[src/rtl/mips_writeback_regfile.sv]
// MIPS writeback stage and 32x32 register file: selects the writeback value, commits it,
// serves two bypassed read ports, feeds forwarding and keeps debug observation registers.
// Optional feature: define REGFILE_SP_INIT_EN to reset register 29 ($sp) to SP_INIT.
module mips_writeback_regfile #(
   parameter int                    DATA_WIDTH = 32,
   parameter int                    ADDR_WIDTH = 5,
   parameter int                    RA_REG     = 31,
   parameter logic [DATA_WIDTH-1:0] SP_INIT    = 32'h0000_03FC
) (
   input  logic                  clk,
   input  logic                  reset,
   input  logic [DATA_WIDTH-1:0] wb_read_data,
   input  logic [DATA_WIDTH-1:0] wb_alu_result,
   input  logic [DATA_WIDTH-1:0] wb_pc,
   input  logic [ADDR_WIDTH-1:0] wb_write_register,
   input  logic                  wb_jal,
   input  logic                  wb_mem_to_reg,
   input  logic                  wb_reg_write,
   input  logic [ADDR_WIDTH-1:0] rd_addr_a,
   output logic [DATA_WIDTH-1:0] rd_data_a,
   input  logic [ADDR_WIDTH-1:0] rd_addr_b,
   output logic [DATA_WIDTH-1:0] rd_data_b,
   output logic                  fwd_valid,
   output logic [ADDR_WIDTH-1:0] fwd_addr,
   output logic [DATA_WIDTH-1:0] fwd_data,
   output logic [ADDR_WIDTH-1:0] last_wr_addr,
   output logic [DATA_WIDTH-1:0] last_wr_data,
   output logic [31:0]           wr_count
);

   localparam int DEPTH  = 2 ** ADDR_WIDTH;
   localparam int SP_REG = 29;

`ifdef REGFILE_SP_INIT_EN
   localparam bit SP_EN = 1'b1;
`else
   localparam bit SP_EN = 1'b0;
`endif

   logic [DATA_WIDTH-1:0] regs [DEPTH];
   logic [ADDR_WIDTH-1:0] eff_addr;
   logic [DATA_WIDTH-1:0] eff_data;
   logic                  we;

   // jal overrides both the destination index and the data source.
   // NOTE: every always_comb output gets a default first so no path can infer a latch.
   always_comb begin
      eff_addr = wb_write_register;
      eff_data = wb_alu_result;
      if (wb_jal) begin
         eff_addr = ADDR_WIDTH'(RA_REG);
         eff_data = wb_pc;
      end else if (wb_mem_to_reg) begin
         eff_data = wb_read_data;
      end
      we = wb_reg_write && !reset && (eff_addr != '0);
   end

   assign fwd_valid = we;
   assign fwd_addr  = eff_addr;
   assign fwd_data  = eff_data;

   always_comb begin
      rd_data_a = regs[rd_addr_a];
      if (rd_addr_a == '0) begin
         rd_data_a = '0;
      end else if (we && (rd_addr_a == eff_addr)) begin
         rd_data_a = eff_data;
      end
   end

   always_comb begin
      rd_data_b = regs[rd_addr_b];
      if (rd_addr_b == '0) begin
         rd_data_b = '0;
      end else if (we && (rd_addr_b == eff_addr)) begin
         rd_data_b = eff_data;
      end
   end

   // NOTE: the storage array is cleared by reset because architectural state must read 0
   // afterwards; this rules out a plain RAM macro, which is acceptable at 32 entries.
   // NOTE: sequential state is updated with non-blocking assignments only.
   always_ff @(posedge clk) begin
      if (reset) begin
         for (int i = 0; i < DEPTH; i++) begin
            regs[i] <= (SP_EN && (i == SP_REG)) ? SP_INIT : '0;
         end
         last_wr_addr <= '0;
         last_wr_data <= '0;
         wr_count     <= '0;
      end else if (we) begin
         regs[eff_addr] <= eff_data;
         last_wr_addr   <= eff_addr;
         last_wr_data   <= eff_data;
         wr_count       <= wr_count + 32'd1;
      end
   end

endmodule

[config.mk]
export PLATFORM = sky130hd
export DESIGN_NAME = mips_writeback_regfile
export DESIGN_NICKNAME = d
export VERILOG_FILES = /design/src/rtl/mips_writeback_regfile.sv
export SDC_FILE = /design/constraint.sdc
export NUM_CORES = 2
export LEC_CHECK = 0
export CAP_MARGIN = 0
export CORE_MARGIN = 4
export CORE_UTILIZATION = 45
export CTS_BUF_LIST = sky130_fd_sc_hd__clkbuf_16
export DETAILED_ROUTE_END_ITERATION = 10
export SLEW_MARGIN = 20
export SYNTH_ARGS = -nofsm -noshare
export SYNTH_HDL_FRONTEND = slang
export SYNTH_SLANG_ARGS = --single-unit
[constraint.sdc]
create_clock -name clk -period 3.95 [get_ports clk]
set_input_delay 0.9875 -clock clk [delete_from_list [all_inputs] [get_ports clk]]
set_output_delay 0.9875 -clock clk [all_outputs]
set_load 0.02 [all_outputs]
# Yosys cells after proc, flatten, opt, wreduce, memory -nomap -nowiden
# Memory sizes are Yosys's and may differ from the RTL's.
# Index checks and enable logic that the tools add are counted.
# word_totals
reg_bits	69
wordCells	31
output_inout_bits	171
ramBits	1024
in_bits	116
memories	1
# mem_list
memory	words	width	rd	rd_clocked_by_memory_dff	wr	line	source
regs	32	32	2	0	32	40	logic [DATA_WIDTH-1:0] regs [DEPTH];
# op_classes
n_eq_ne	2
reduce_logical	9
addsub	1
n_mux	15
# op_table
op	n
$mux 32	7
$add 32x1->32 const B	1
$reduce_or 32->1	1
$eq 5x5->1	2
$logic_not 5->1	2
$mux 5	2
$mux 1	6
$reduce_bool 5->1	1
$logic_and 1x1->1	4
$logic_not 1->1	1

# Depth between registers and ports, before layout
# logic_depth
depth_word	8
depth_mapped	10

# Worst setup path before layout
# Ideal clock, no wire load.
# synth_timing
path_type	input to output
start	input port rd_addr_b[0]
end	output port rd_data_b[29]
slack_ps	120
required_time_ps	2963
arrival_time_ps	2843
stages	8
path_cell_list	buf_4 > buf_8 > or3_1 > a211oi_1 > o22a_2 > nand2_4 > buf_6 > o31ai_1
# synth_via
elab_chain_cells	4
elab_cells_between_ends	6
# synth_lines
item	line	source
start, declared	21	input logic [ADDR_WIDTH-1:0] rd_addr_b,
parallel branches: the longest is 3 deep, another holds $mem_v2 32x32	--	
$mux 32 *	74	if (rd_addr_b == '0) begin
end, declared	22	output logic [DATA_WIDTH-1:0] rd_data_b,
# Every way passes the cells marked *.

# Final worst setup path
# layout_timing
start	input port rd_addr_b[0]
end	output port rd_data_b[19]
# The elaborated chain is that of the path after synthesis.

==> results.md <==
* Status: complete, but fails checks
* Violated checks: setup timing
* Crit path DAT at 3330 ps
* Post-synthesis cell count at 4250
* Setup TNS Final at -9600 ps
* Worst ir drop on vdd at 0.420 mV
* R2R depth at 5
* Reg area at 0.0321 mm^2
* CTS tree: yes
* Max cap viols at 0
* Placed cell count at 6529
* Top FF cell, synth: edfxtp_1
* Crit-path max FO at 6
* Clock Latency Late Sink at 720 ps
* Warnings from Yosys at 0
* Fin Clk Skew at 9.98 ps
* IO Count at 287
* Reg-to-reg critical path endpoint: wr_count[29]$_SDFFE_PP0P_
* ANT nets after route at 0
* Rel. slew slack at 26.8%
* Largest net degree at the start of global routing at 68
* Via count at 45633
* Post-Syn Area at 0.0566 mm^2
* Slowest cell delay on critical path at 880 ps
* Initial DRC count at 8253
* Period utilisation layout at 109%
* Reg-to-reg setup timing slack at 1540 ps
* CTS Root Cell: clkbuf_16
* Worst Path Required at 2960 ps
* Area of the multi-input gates at 0.0251 mm^2
* Syn_area_per_cell at 13.3 um^2
* Logic pwr share at 21.1%
* Worst Setup EP: rd_data_b[19]
* Die area at 0.132 mm^2
* Post-synth EDFFs at 1024
* # fillers at 9402
* Die width at 363 um
* Share of post-route cells with drive strength above 1 at 39.6%
* Setup crit end kind: output port
* Avg WL per Cell at 35.3 um
* Least-Margin Pin Slew at 1100 ps
* Clock Power Share at 34.0%
* Number of global-route vias before repair at 43118
* Fin. max-slew vios at 0
* Most frequent cells in the layout: nor2_1 (1098), edfxtp_1 (1024), buf_4 (627), mux4_2 (459), clkdlybuf4s50_1 (197)
* Total GRT Usage at 36.4%
* Clock sink total at 1093
* Initial Util at 45.6%
* CP Class: in -> out
* Final total power at 30.3 mW
* DRC at 0
* Startpoint Class: input port
* Reg clk slew, reported paths at 60 ps
* Num CTS Buffers at 119
* Seq pwr share at 44.9%
* PnR worst setup slack at -369 ps
* Power Dens Cells at 398 mW/mm^2
* Most common cell after layout, fill and taps aside: nor2_1
* Static Leak at 28.1 nW
* Core area at 0.124 mm^2
* Pre-antenna DRT Iters at 8
* Slowest stage cell on the critical path: a222oi_1
* Clock Path Buffers at 3
* Port Buf Inserts at 286
* Count of final hold-check violations at 0
* Psw at 8.62 mW
* Sw Ratio at 28.4%
* Final wirelength at 245 mm
* DP HPWL at 171 mm
* Hold WC Path Type: reg -> reg
* Worst r2r src: wr_count[9]$_SDFFE_PP0P_
* RSZ-0062 raised after global routing: true
* Initial antenna violation count at 13
* Yosys reg bits at 1093
* Register area share after synthesis at 56.7%
* Synth cell types at 81
* Final std cells w/o fill at 6924
* Layout Utilization at 61.3%
* FFs w/ async S/R, synth at 0%
* H-tree Lvls at 3
* Beginning of the critical path: rd_addr_b[0]
* P&R area growth vs syn at 34.6%
* Die height at 363 um
* Setup Viol. Count Final at 64
* Int Pwr at 21.7 mW
* First-pass GRT wire length at 336 mm
* Grt total ovfl at 0
* Row count at 129
* FMAX at 0.232 GHz
* Routability cong. at 1.01
* Tmin final at 4320 ps
* DR vias/cell at 6.59
* Nets@finish at 5299
* Cells along the critical path: buf_16 -> buf_6 -> buf_12 -> mux2_4 -> a222oi_1 -> a21oi_1 -> o211ai_1 -> o21ai_1 -> buf_4
-- power by group through the flow --
stage                     Sequential, mW  Clock [mW]  Combinational, mW
final                               13.6        10.3               6.39
after global routing                13.6        10.8               6.48
after CTS                           13.6        10.3               5.90
after detailed placement            13.8           0               5.43
after global placement              13.8           0               5.42
after floorplan                     13.7           0               2.45
-- cell families (layout without fill, tap and decap cells) --
family	after synthesis	after routing	share of synthesized area, %
simple gates	1501	1501	10.9
flops	1093	1093	56.7
mux	667	667	22.1
buf+inv	490	1490	4.13
compound gates	469	469	5.72
xor+xnor	28	28	0.433
fa+ha+maj	1	1	0.0221
other cells	1	38	0.00662
-- repair_timing --
item | CTS | global route
pin swaps | 97 | 125
gates cloned | 16 | 3
setup endpoints to repair | 77 | 72
buffers inserted | 122 | 77
hold buffers | 0 | 0
resized for setup | 811 | 309
-- synthesized netlist by cell type (6+ instances only) --
| cell type | n | area (um^2) |
|---|---|---|
| a211oi_1 | 29 | 218 |
| a21oi_1 | 80 | 400 |
| a221oi_1 | 12 | 105 |
| a22o_1 | 29 | 254 |
| a22oi_1 | 31 | 233 |
| and3_1 | 8 | 50.1 |
| buf_1 | 15 | 56.3 |
| buf_2 | 112 | 561 |
| buf_4 | 40 | 300 |
| buf_6 | 18 | 203 |
| clkbuf_1 | 245 | 920 |
| dfxtp_1 | 69 | 1380 |
| edfxtp_1 | 1024 | 30700 |
| inv_1 | 50 | 188 |
| mux2_2 | 56 | 631 |
| mux2i_1 | 152 | 1520 |
| mux4_2 | 459 | 10300 |
| nand2_1 | 155 | 582 |
| nand2b_1 | 25 | 156 |
| nand3_1 | 59 | 295 |
| nand3b_1 | 10 | 75.1 |
| nand4_1 | 7 | 43.8 |
| nor2_1 | 1114 | 4180 |
| nor2b_1 | 11 | 68.8 |
| nor3_1 | 46 | 230 |
| nor4_1 | 15 | 93.8 |
| o211ai_1 | 18 | 135 |
| o21a_1 | 22 | 165 |
| o21ai_0 | 56 | 280 |
| o221a_2 | 12 | 135 |
| o221ai_1 | 13 | 114 |
| o22ai_1 | 93 | 582 |
| o31ai_1 | 30 | 225 |
| o41ai_1 | 6 | 52.6 |
| or3_1 | 11 | 68.8 |
| or3b_2 | 6 | 52.6 |
| or4_1 | 8 | 60.1 |
| xnor2_1 | 18 | 158 |
| xor2_1 | 10 | 87.6 |
-- sequential cells by signal (all words and copies together), names as in the netlist --
| register | cells |
|---|---|
| wr_count | 32 |
| last_wr_addr | 5 |
| regs | 1024 |
| last_wr_data | 32 |
-- critical path: cells and delay by family --
family,cells,cell delay (ps)
AO/OA/AOI/OAI,4,1380
buffers and inverters,4,620
multiplexers,1,320
-- layer usage --
| metal | track usage, % | part of all wire [%] |
|---|---|---|
| met5 | 1.31 | 0.12 |
| met4 | 13.3 | 4.5 |
| met3 | 14.4 | 16 |
| met2 | 54.1 | 44 |
| met1 | 48.4 | 35 |
-- cell type report --
cell class	count	share of cell area, %
sequential	1093	42.2
inverter	54	0.292
multi-input combinational	2698	33.0
tap	1637	2.69
timing repair buffer	1216	17.2
clock buffer	122	4.01
antenna	6	0.0197
clock inverter	98	0.622
-- metrics by stage --
step / instance area (um^2) / setup WS (ps) / hold slack, ps
finish: 76200 / -369 / 474
global route: 76200 / -285 / 487
CTS: 74500 / -305 / 464
detailed placement: 67400 / -1150 / 455
global placement: 67400 / -1190 / 444
floorplan: 56700 / 120 / 533
-- how the worst min path moves through the flow --
stage | startpoint | end | slack (ps) | cells past startpoint
after floorplan | last_wr_data[30]$_SDFFE_PP0P_ | last_wr_data[30]$_SDFFE_PP0P_ | 530 | 2
after global placement | last_wr_data[30]$_SDFFE_PP0P_ | last_wr_data[30]$_SDFFE_PP0P_ | 440 | 2
after detailed placement | last_wr_data[30]$_SDFFE_PP0P_ | last_wr_data[30]$_SDFFE_PP0P_ | 450 | 2
after CTS | last_wr_data[30]$_SDFFE_PP0P_ | last_wr_data[30]$_SDFFE_PP0P_ | 460 | 2
after global routing | last_wr_data[30]$_SDFFE_PP0P_ | last_wr_data[30]$_SDFFE_PP0P_ | 490 | 2
final | last_wr_data[26]$_SDFFE_PP0P_ | last_wr_data[26]$_SDFFE_PP0P_ | 470 | 2
Power figures use the tool's default switching activity.
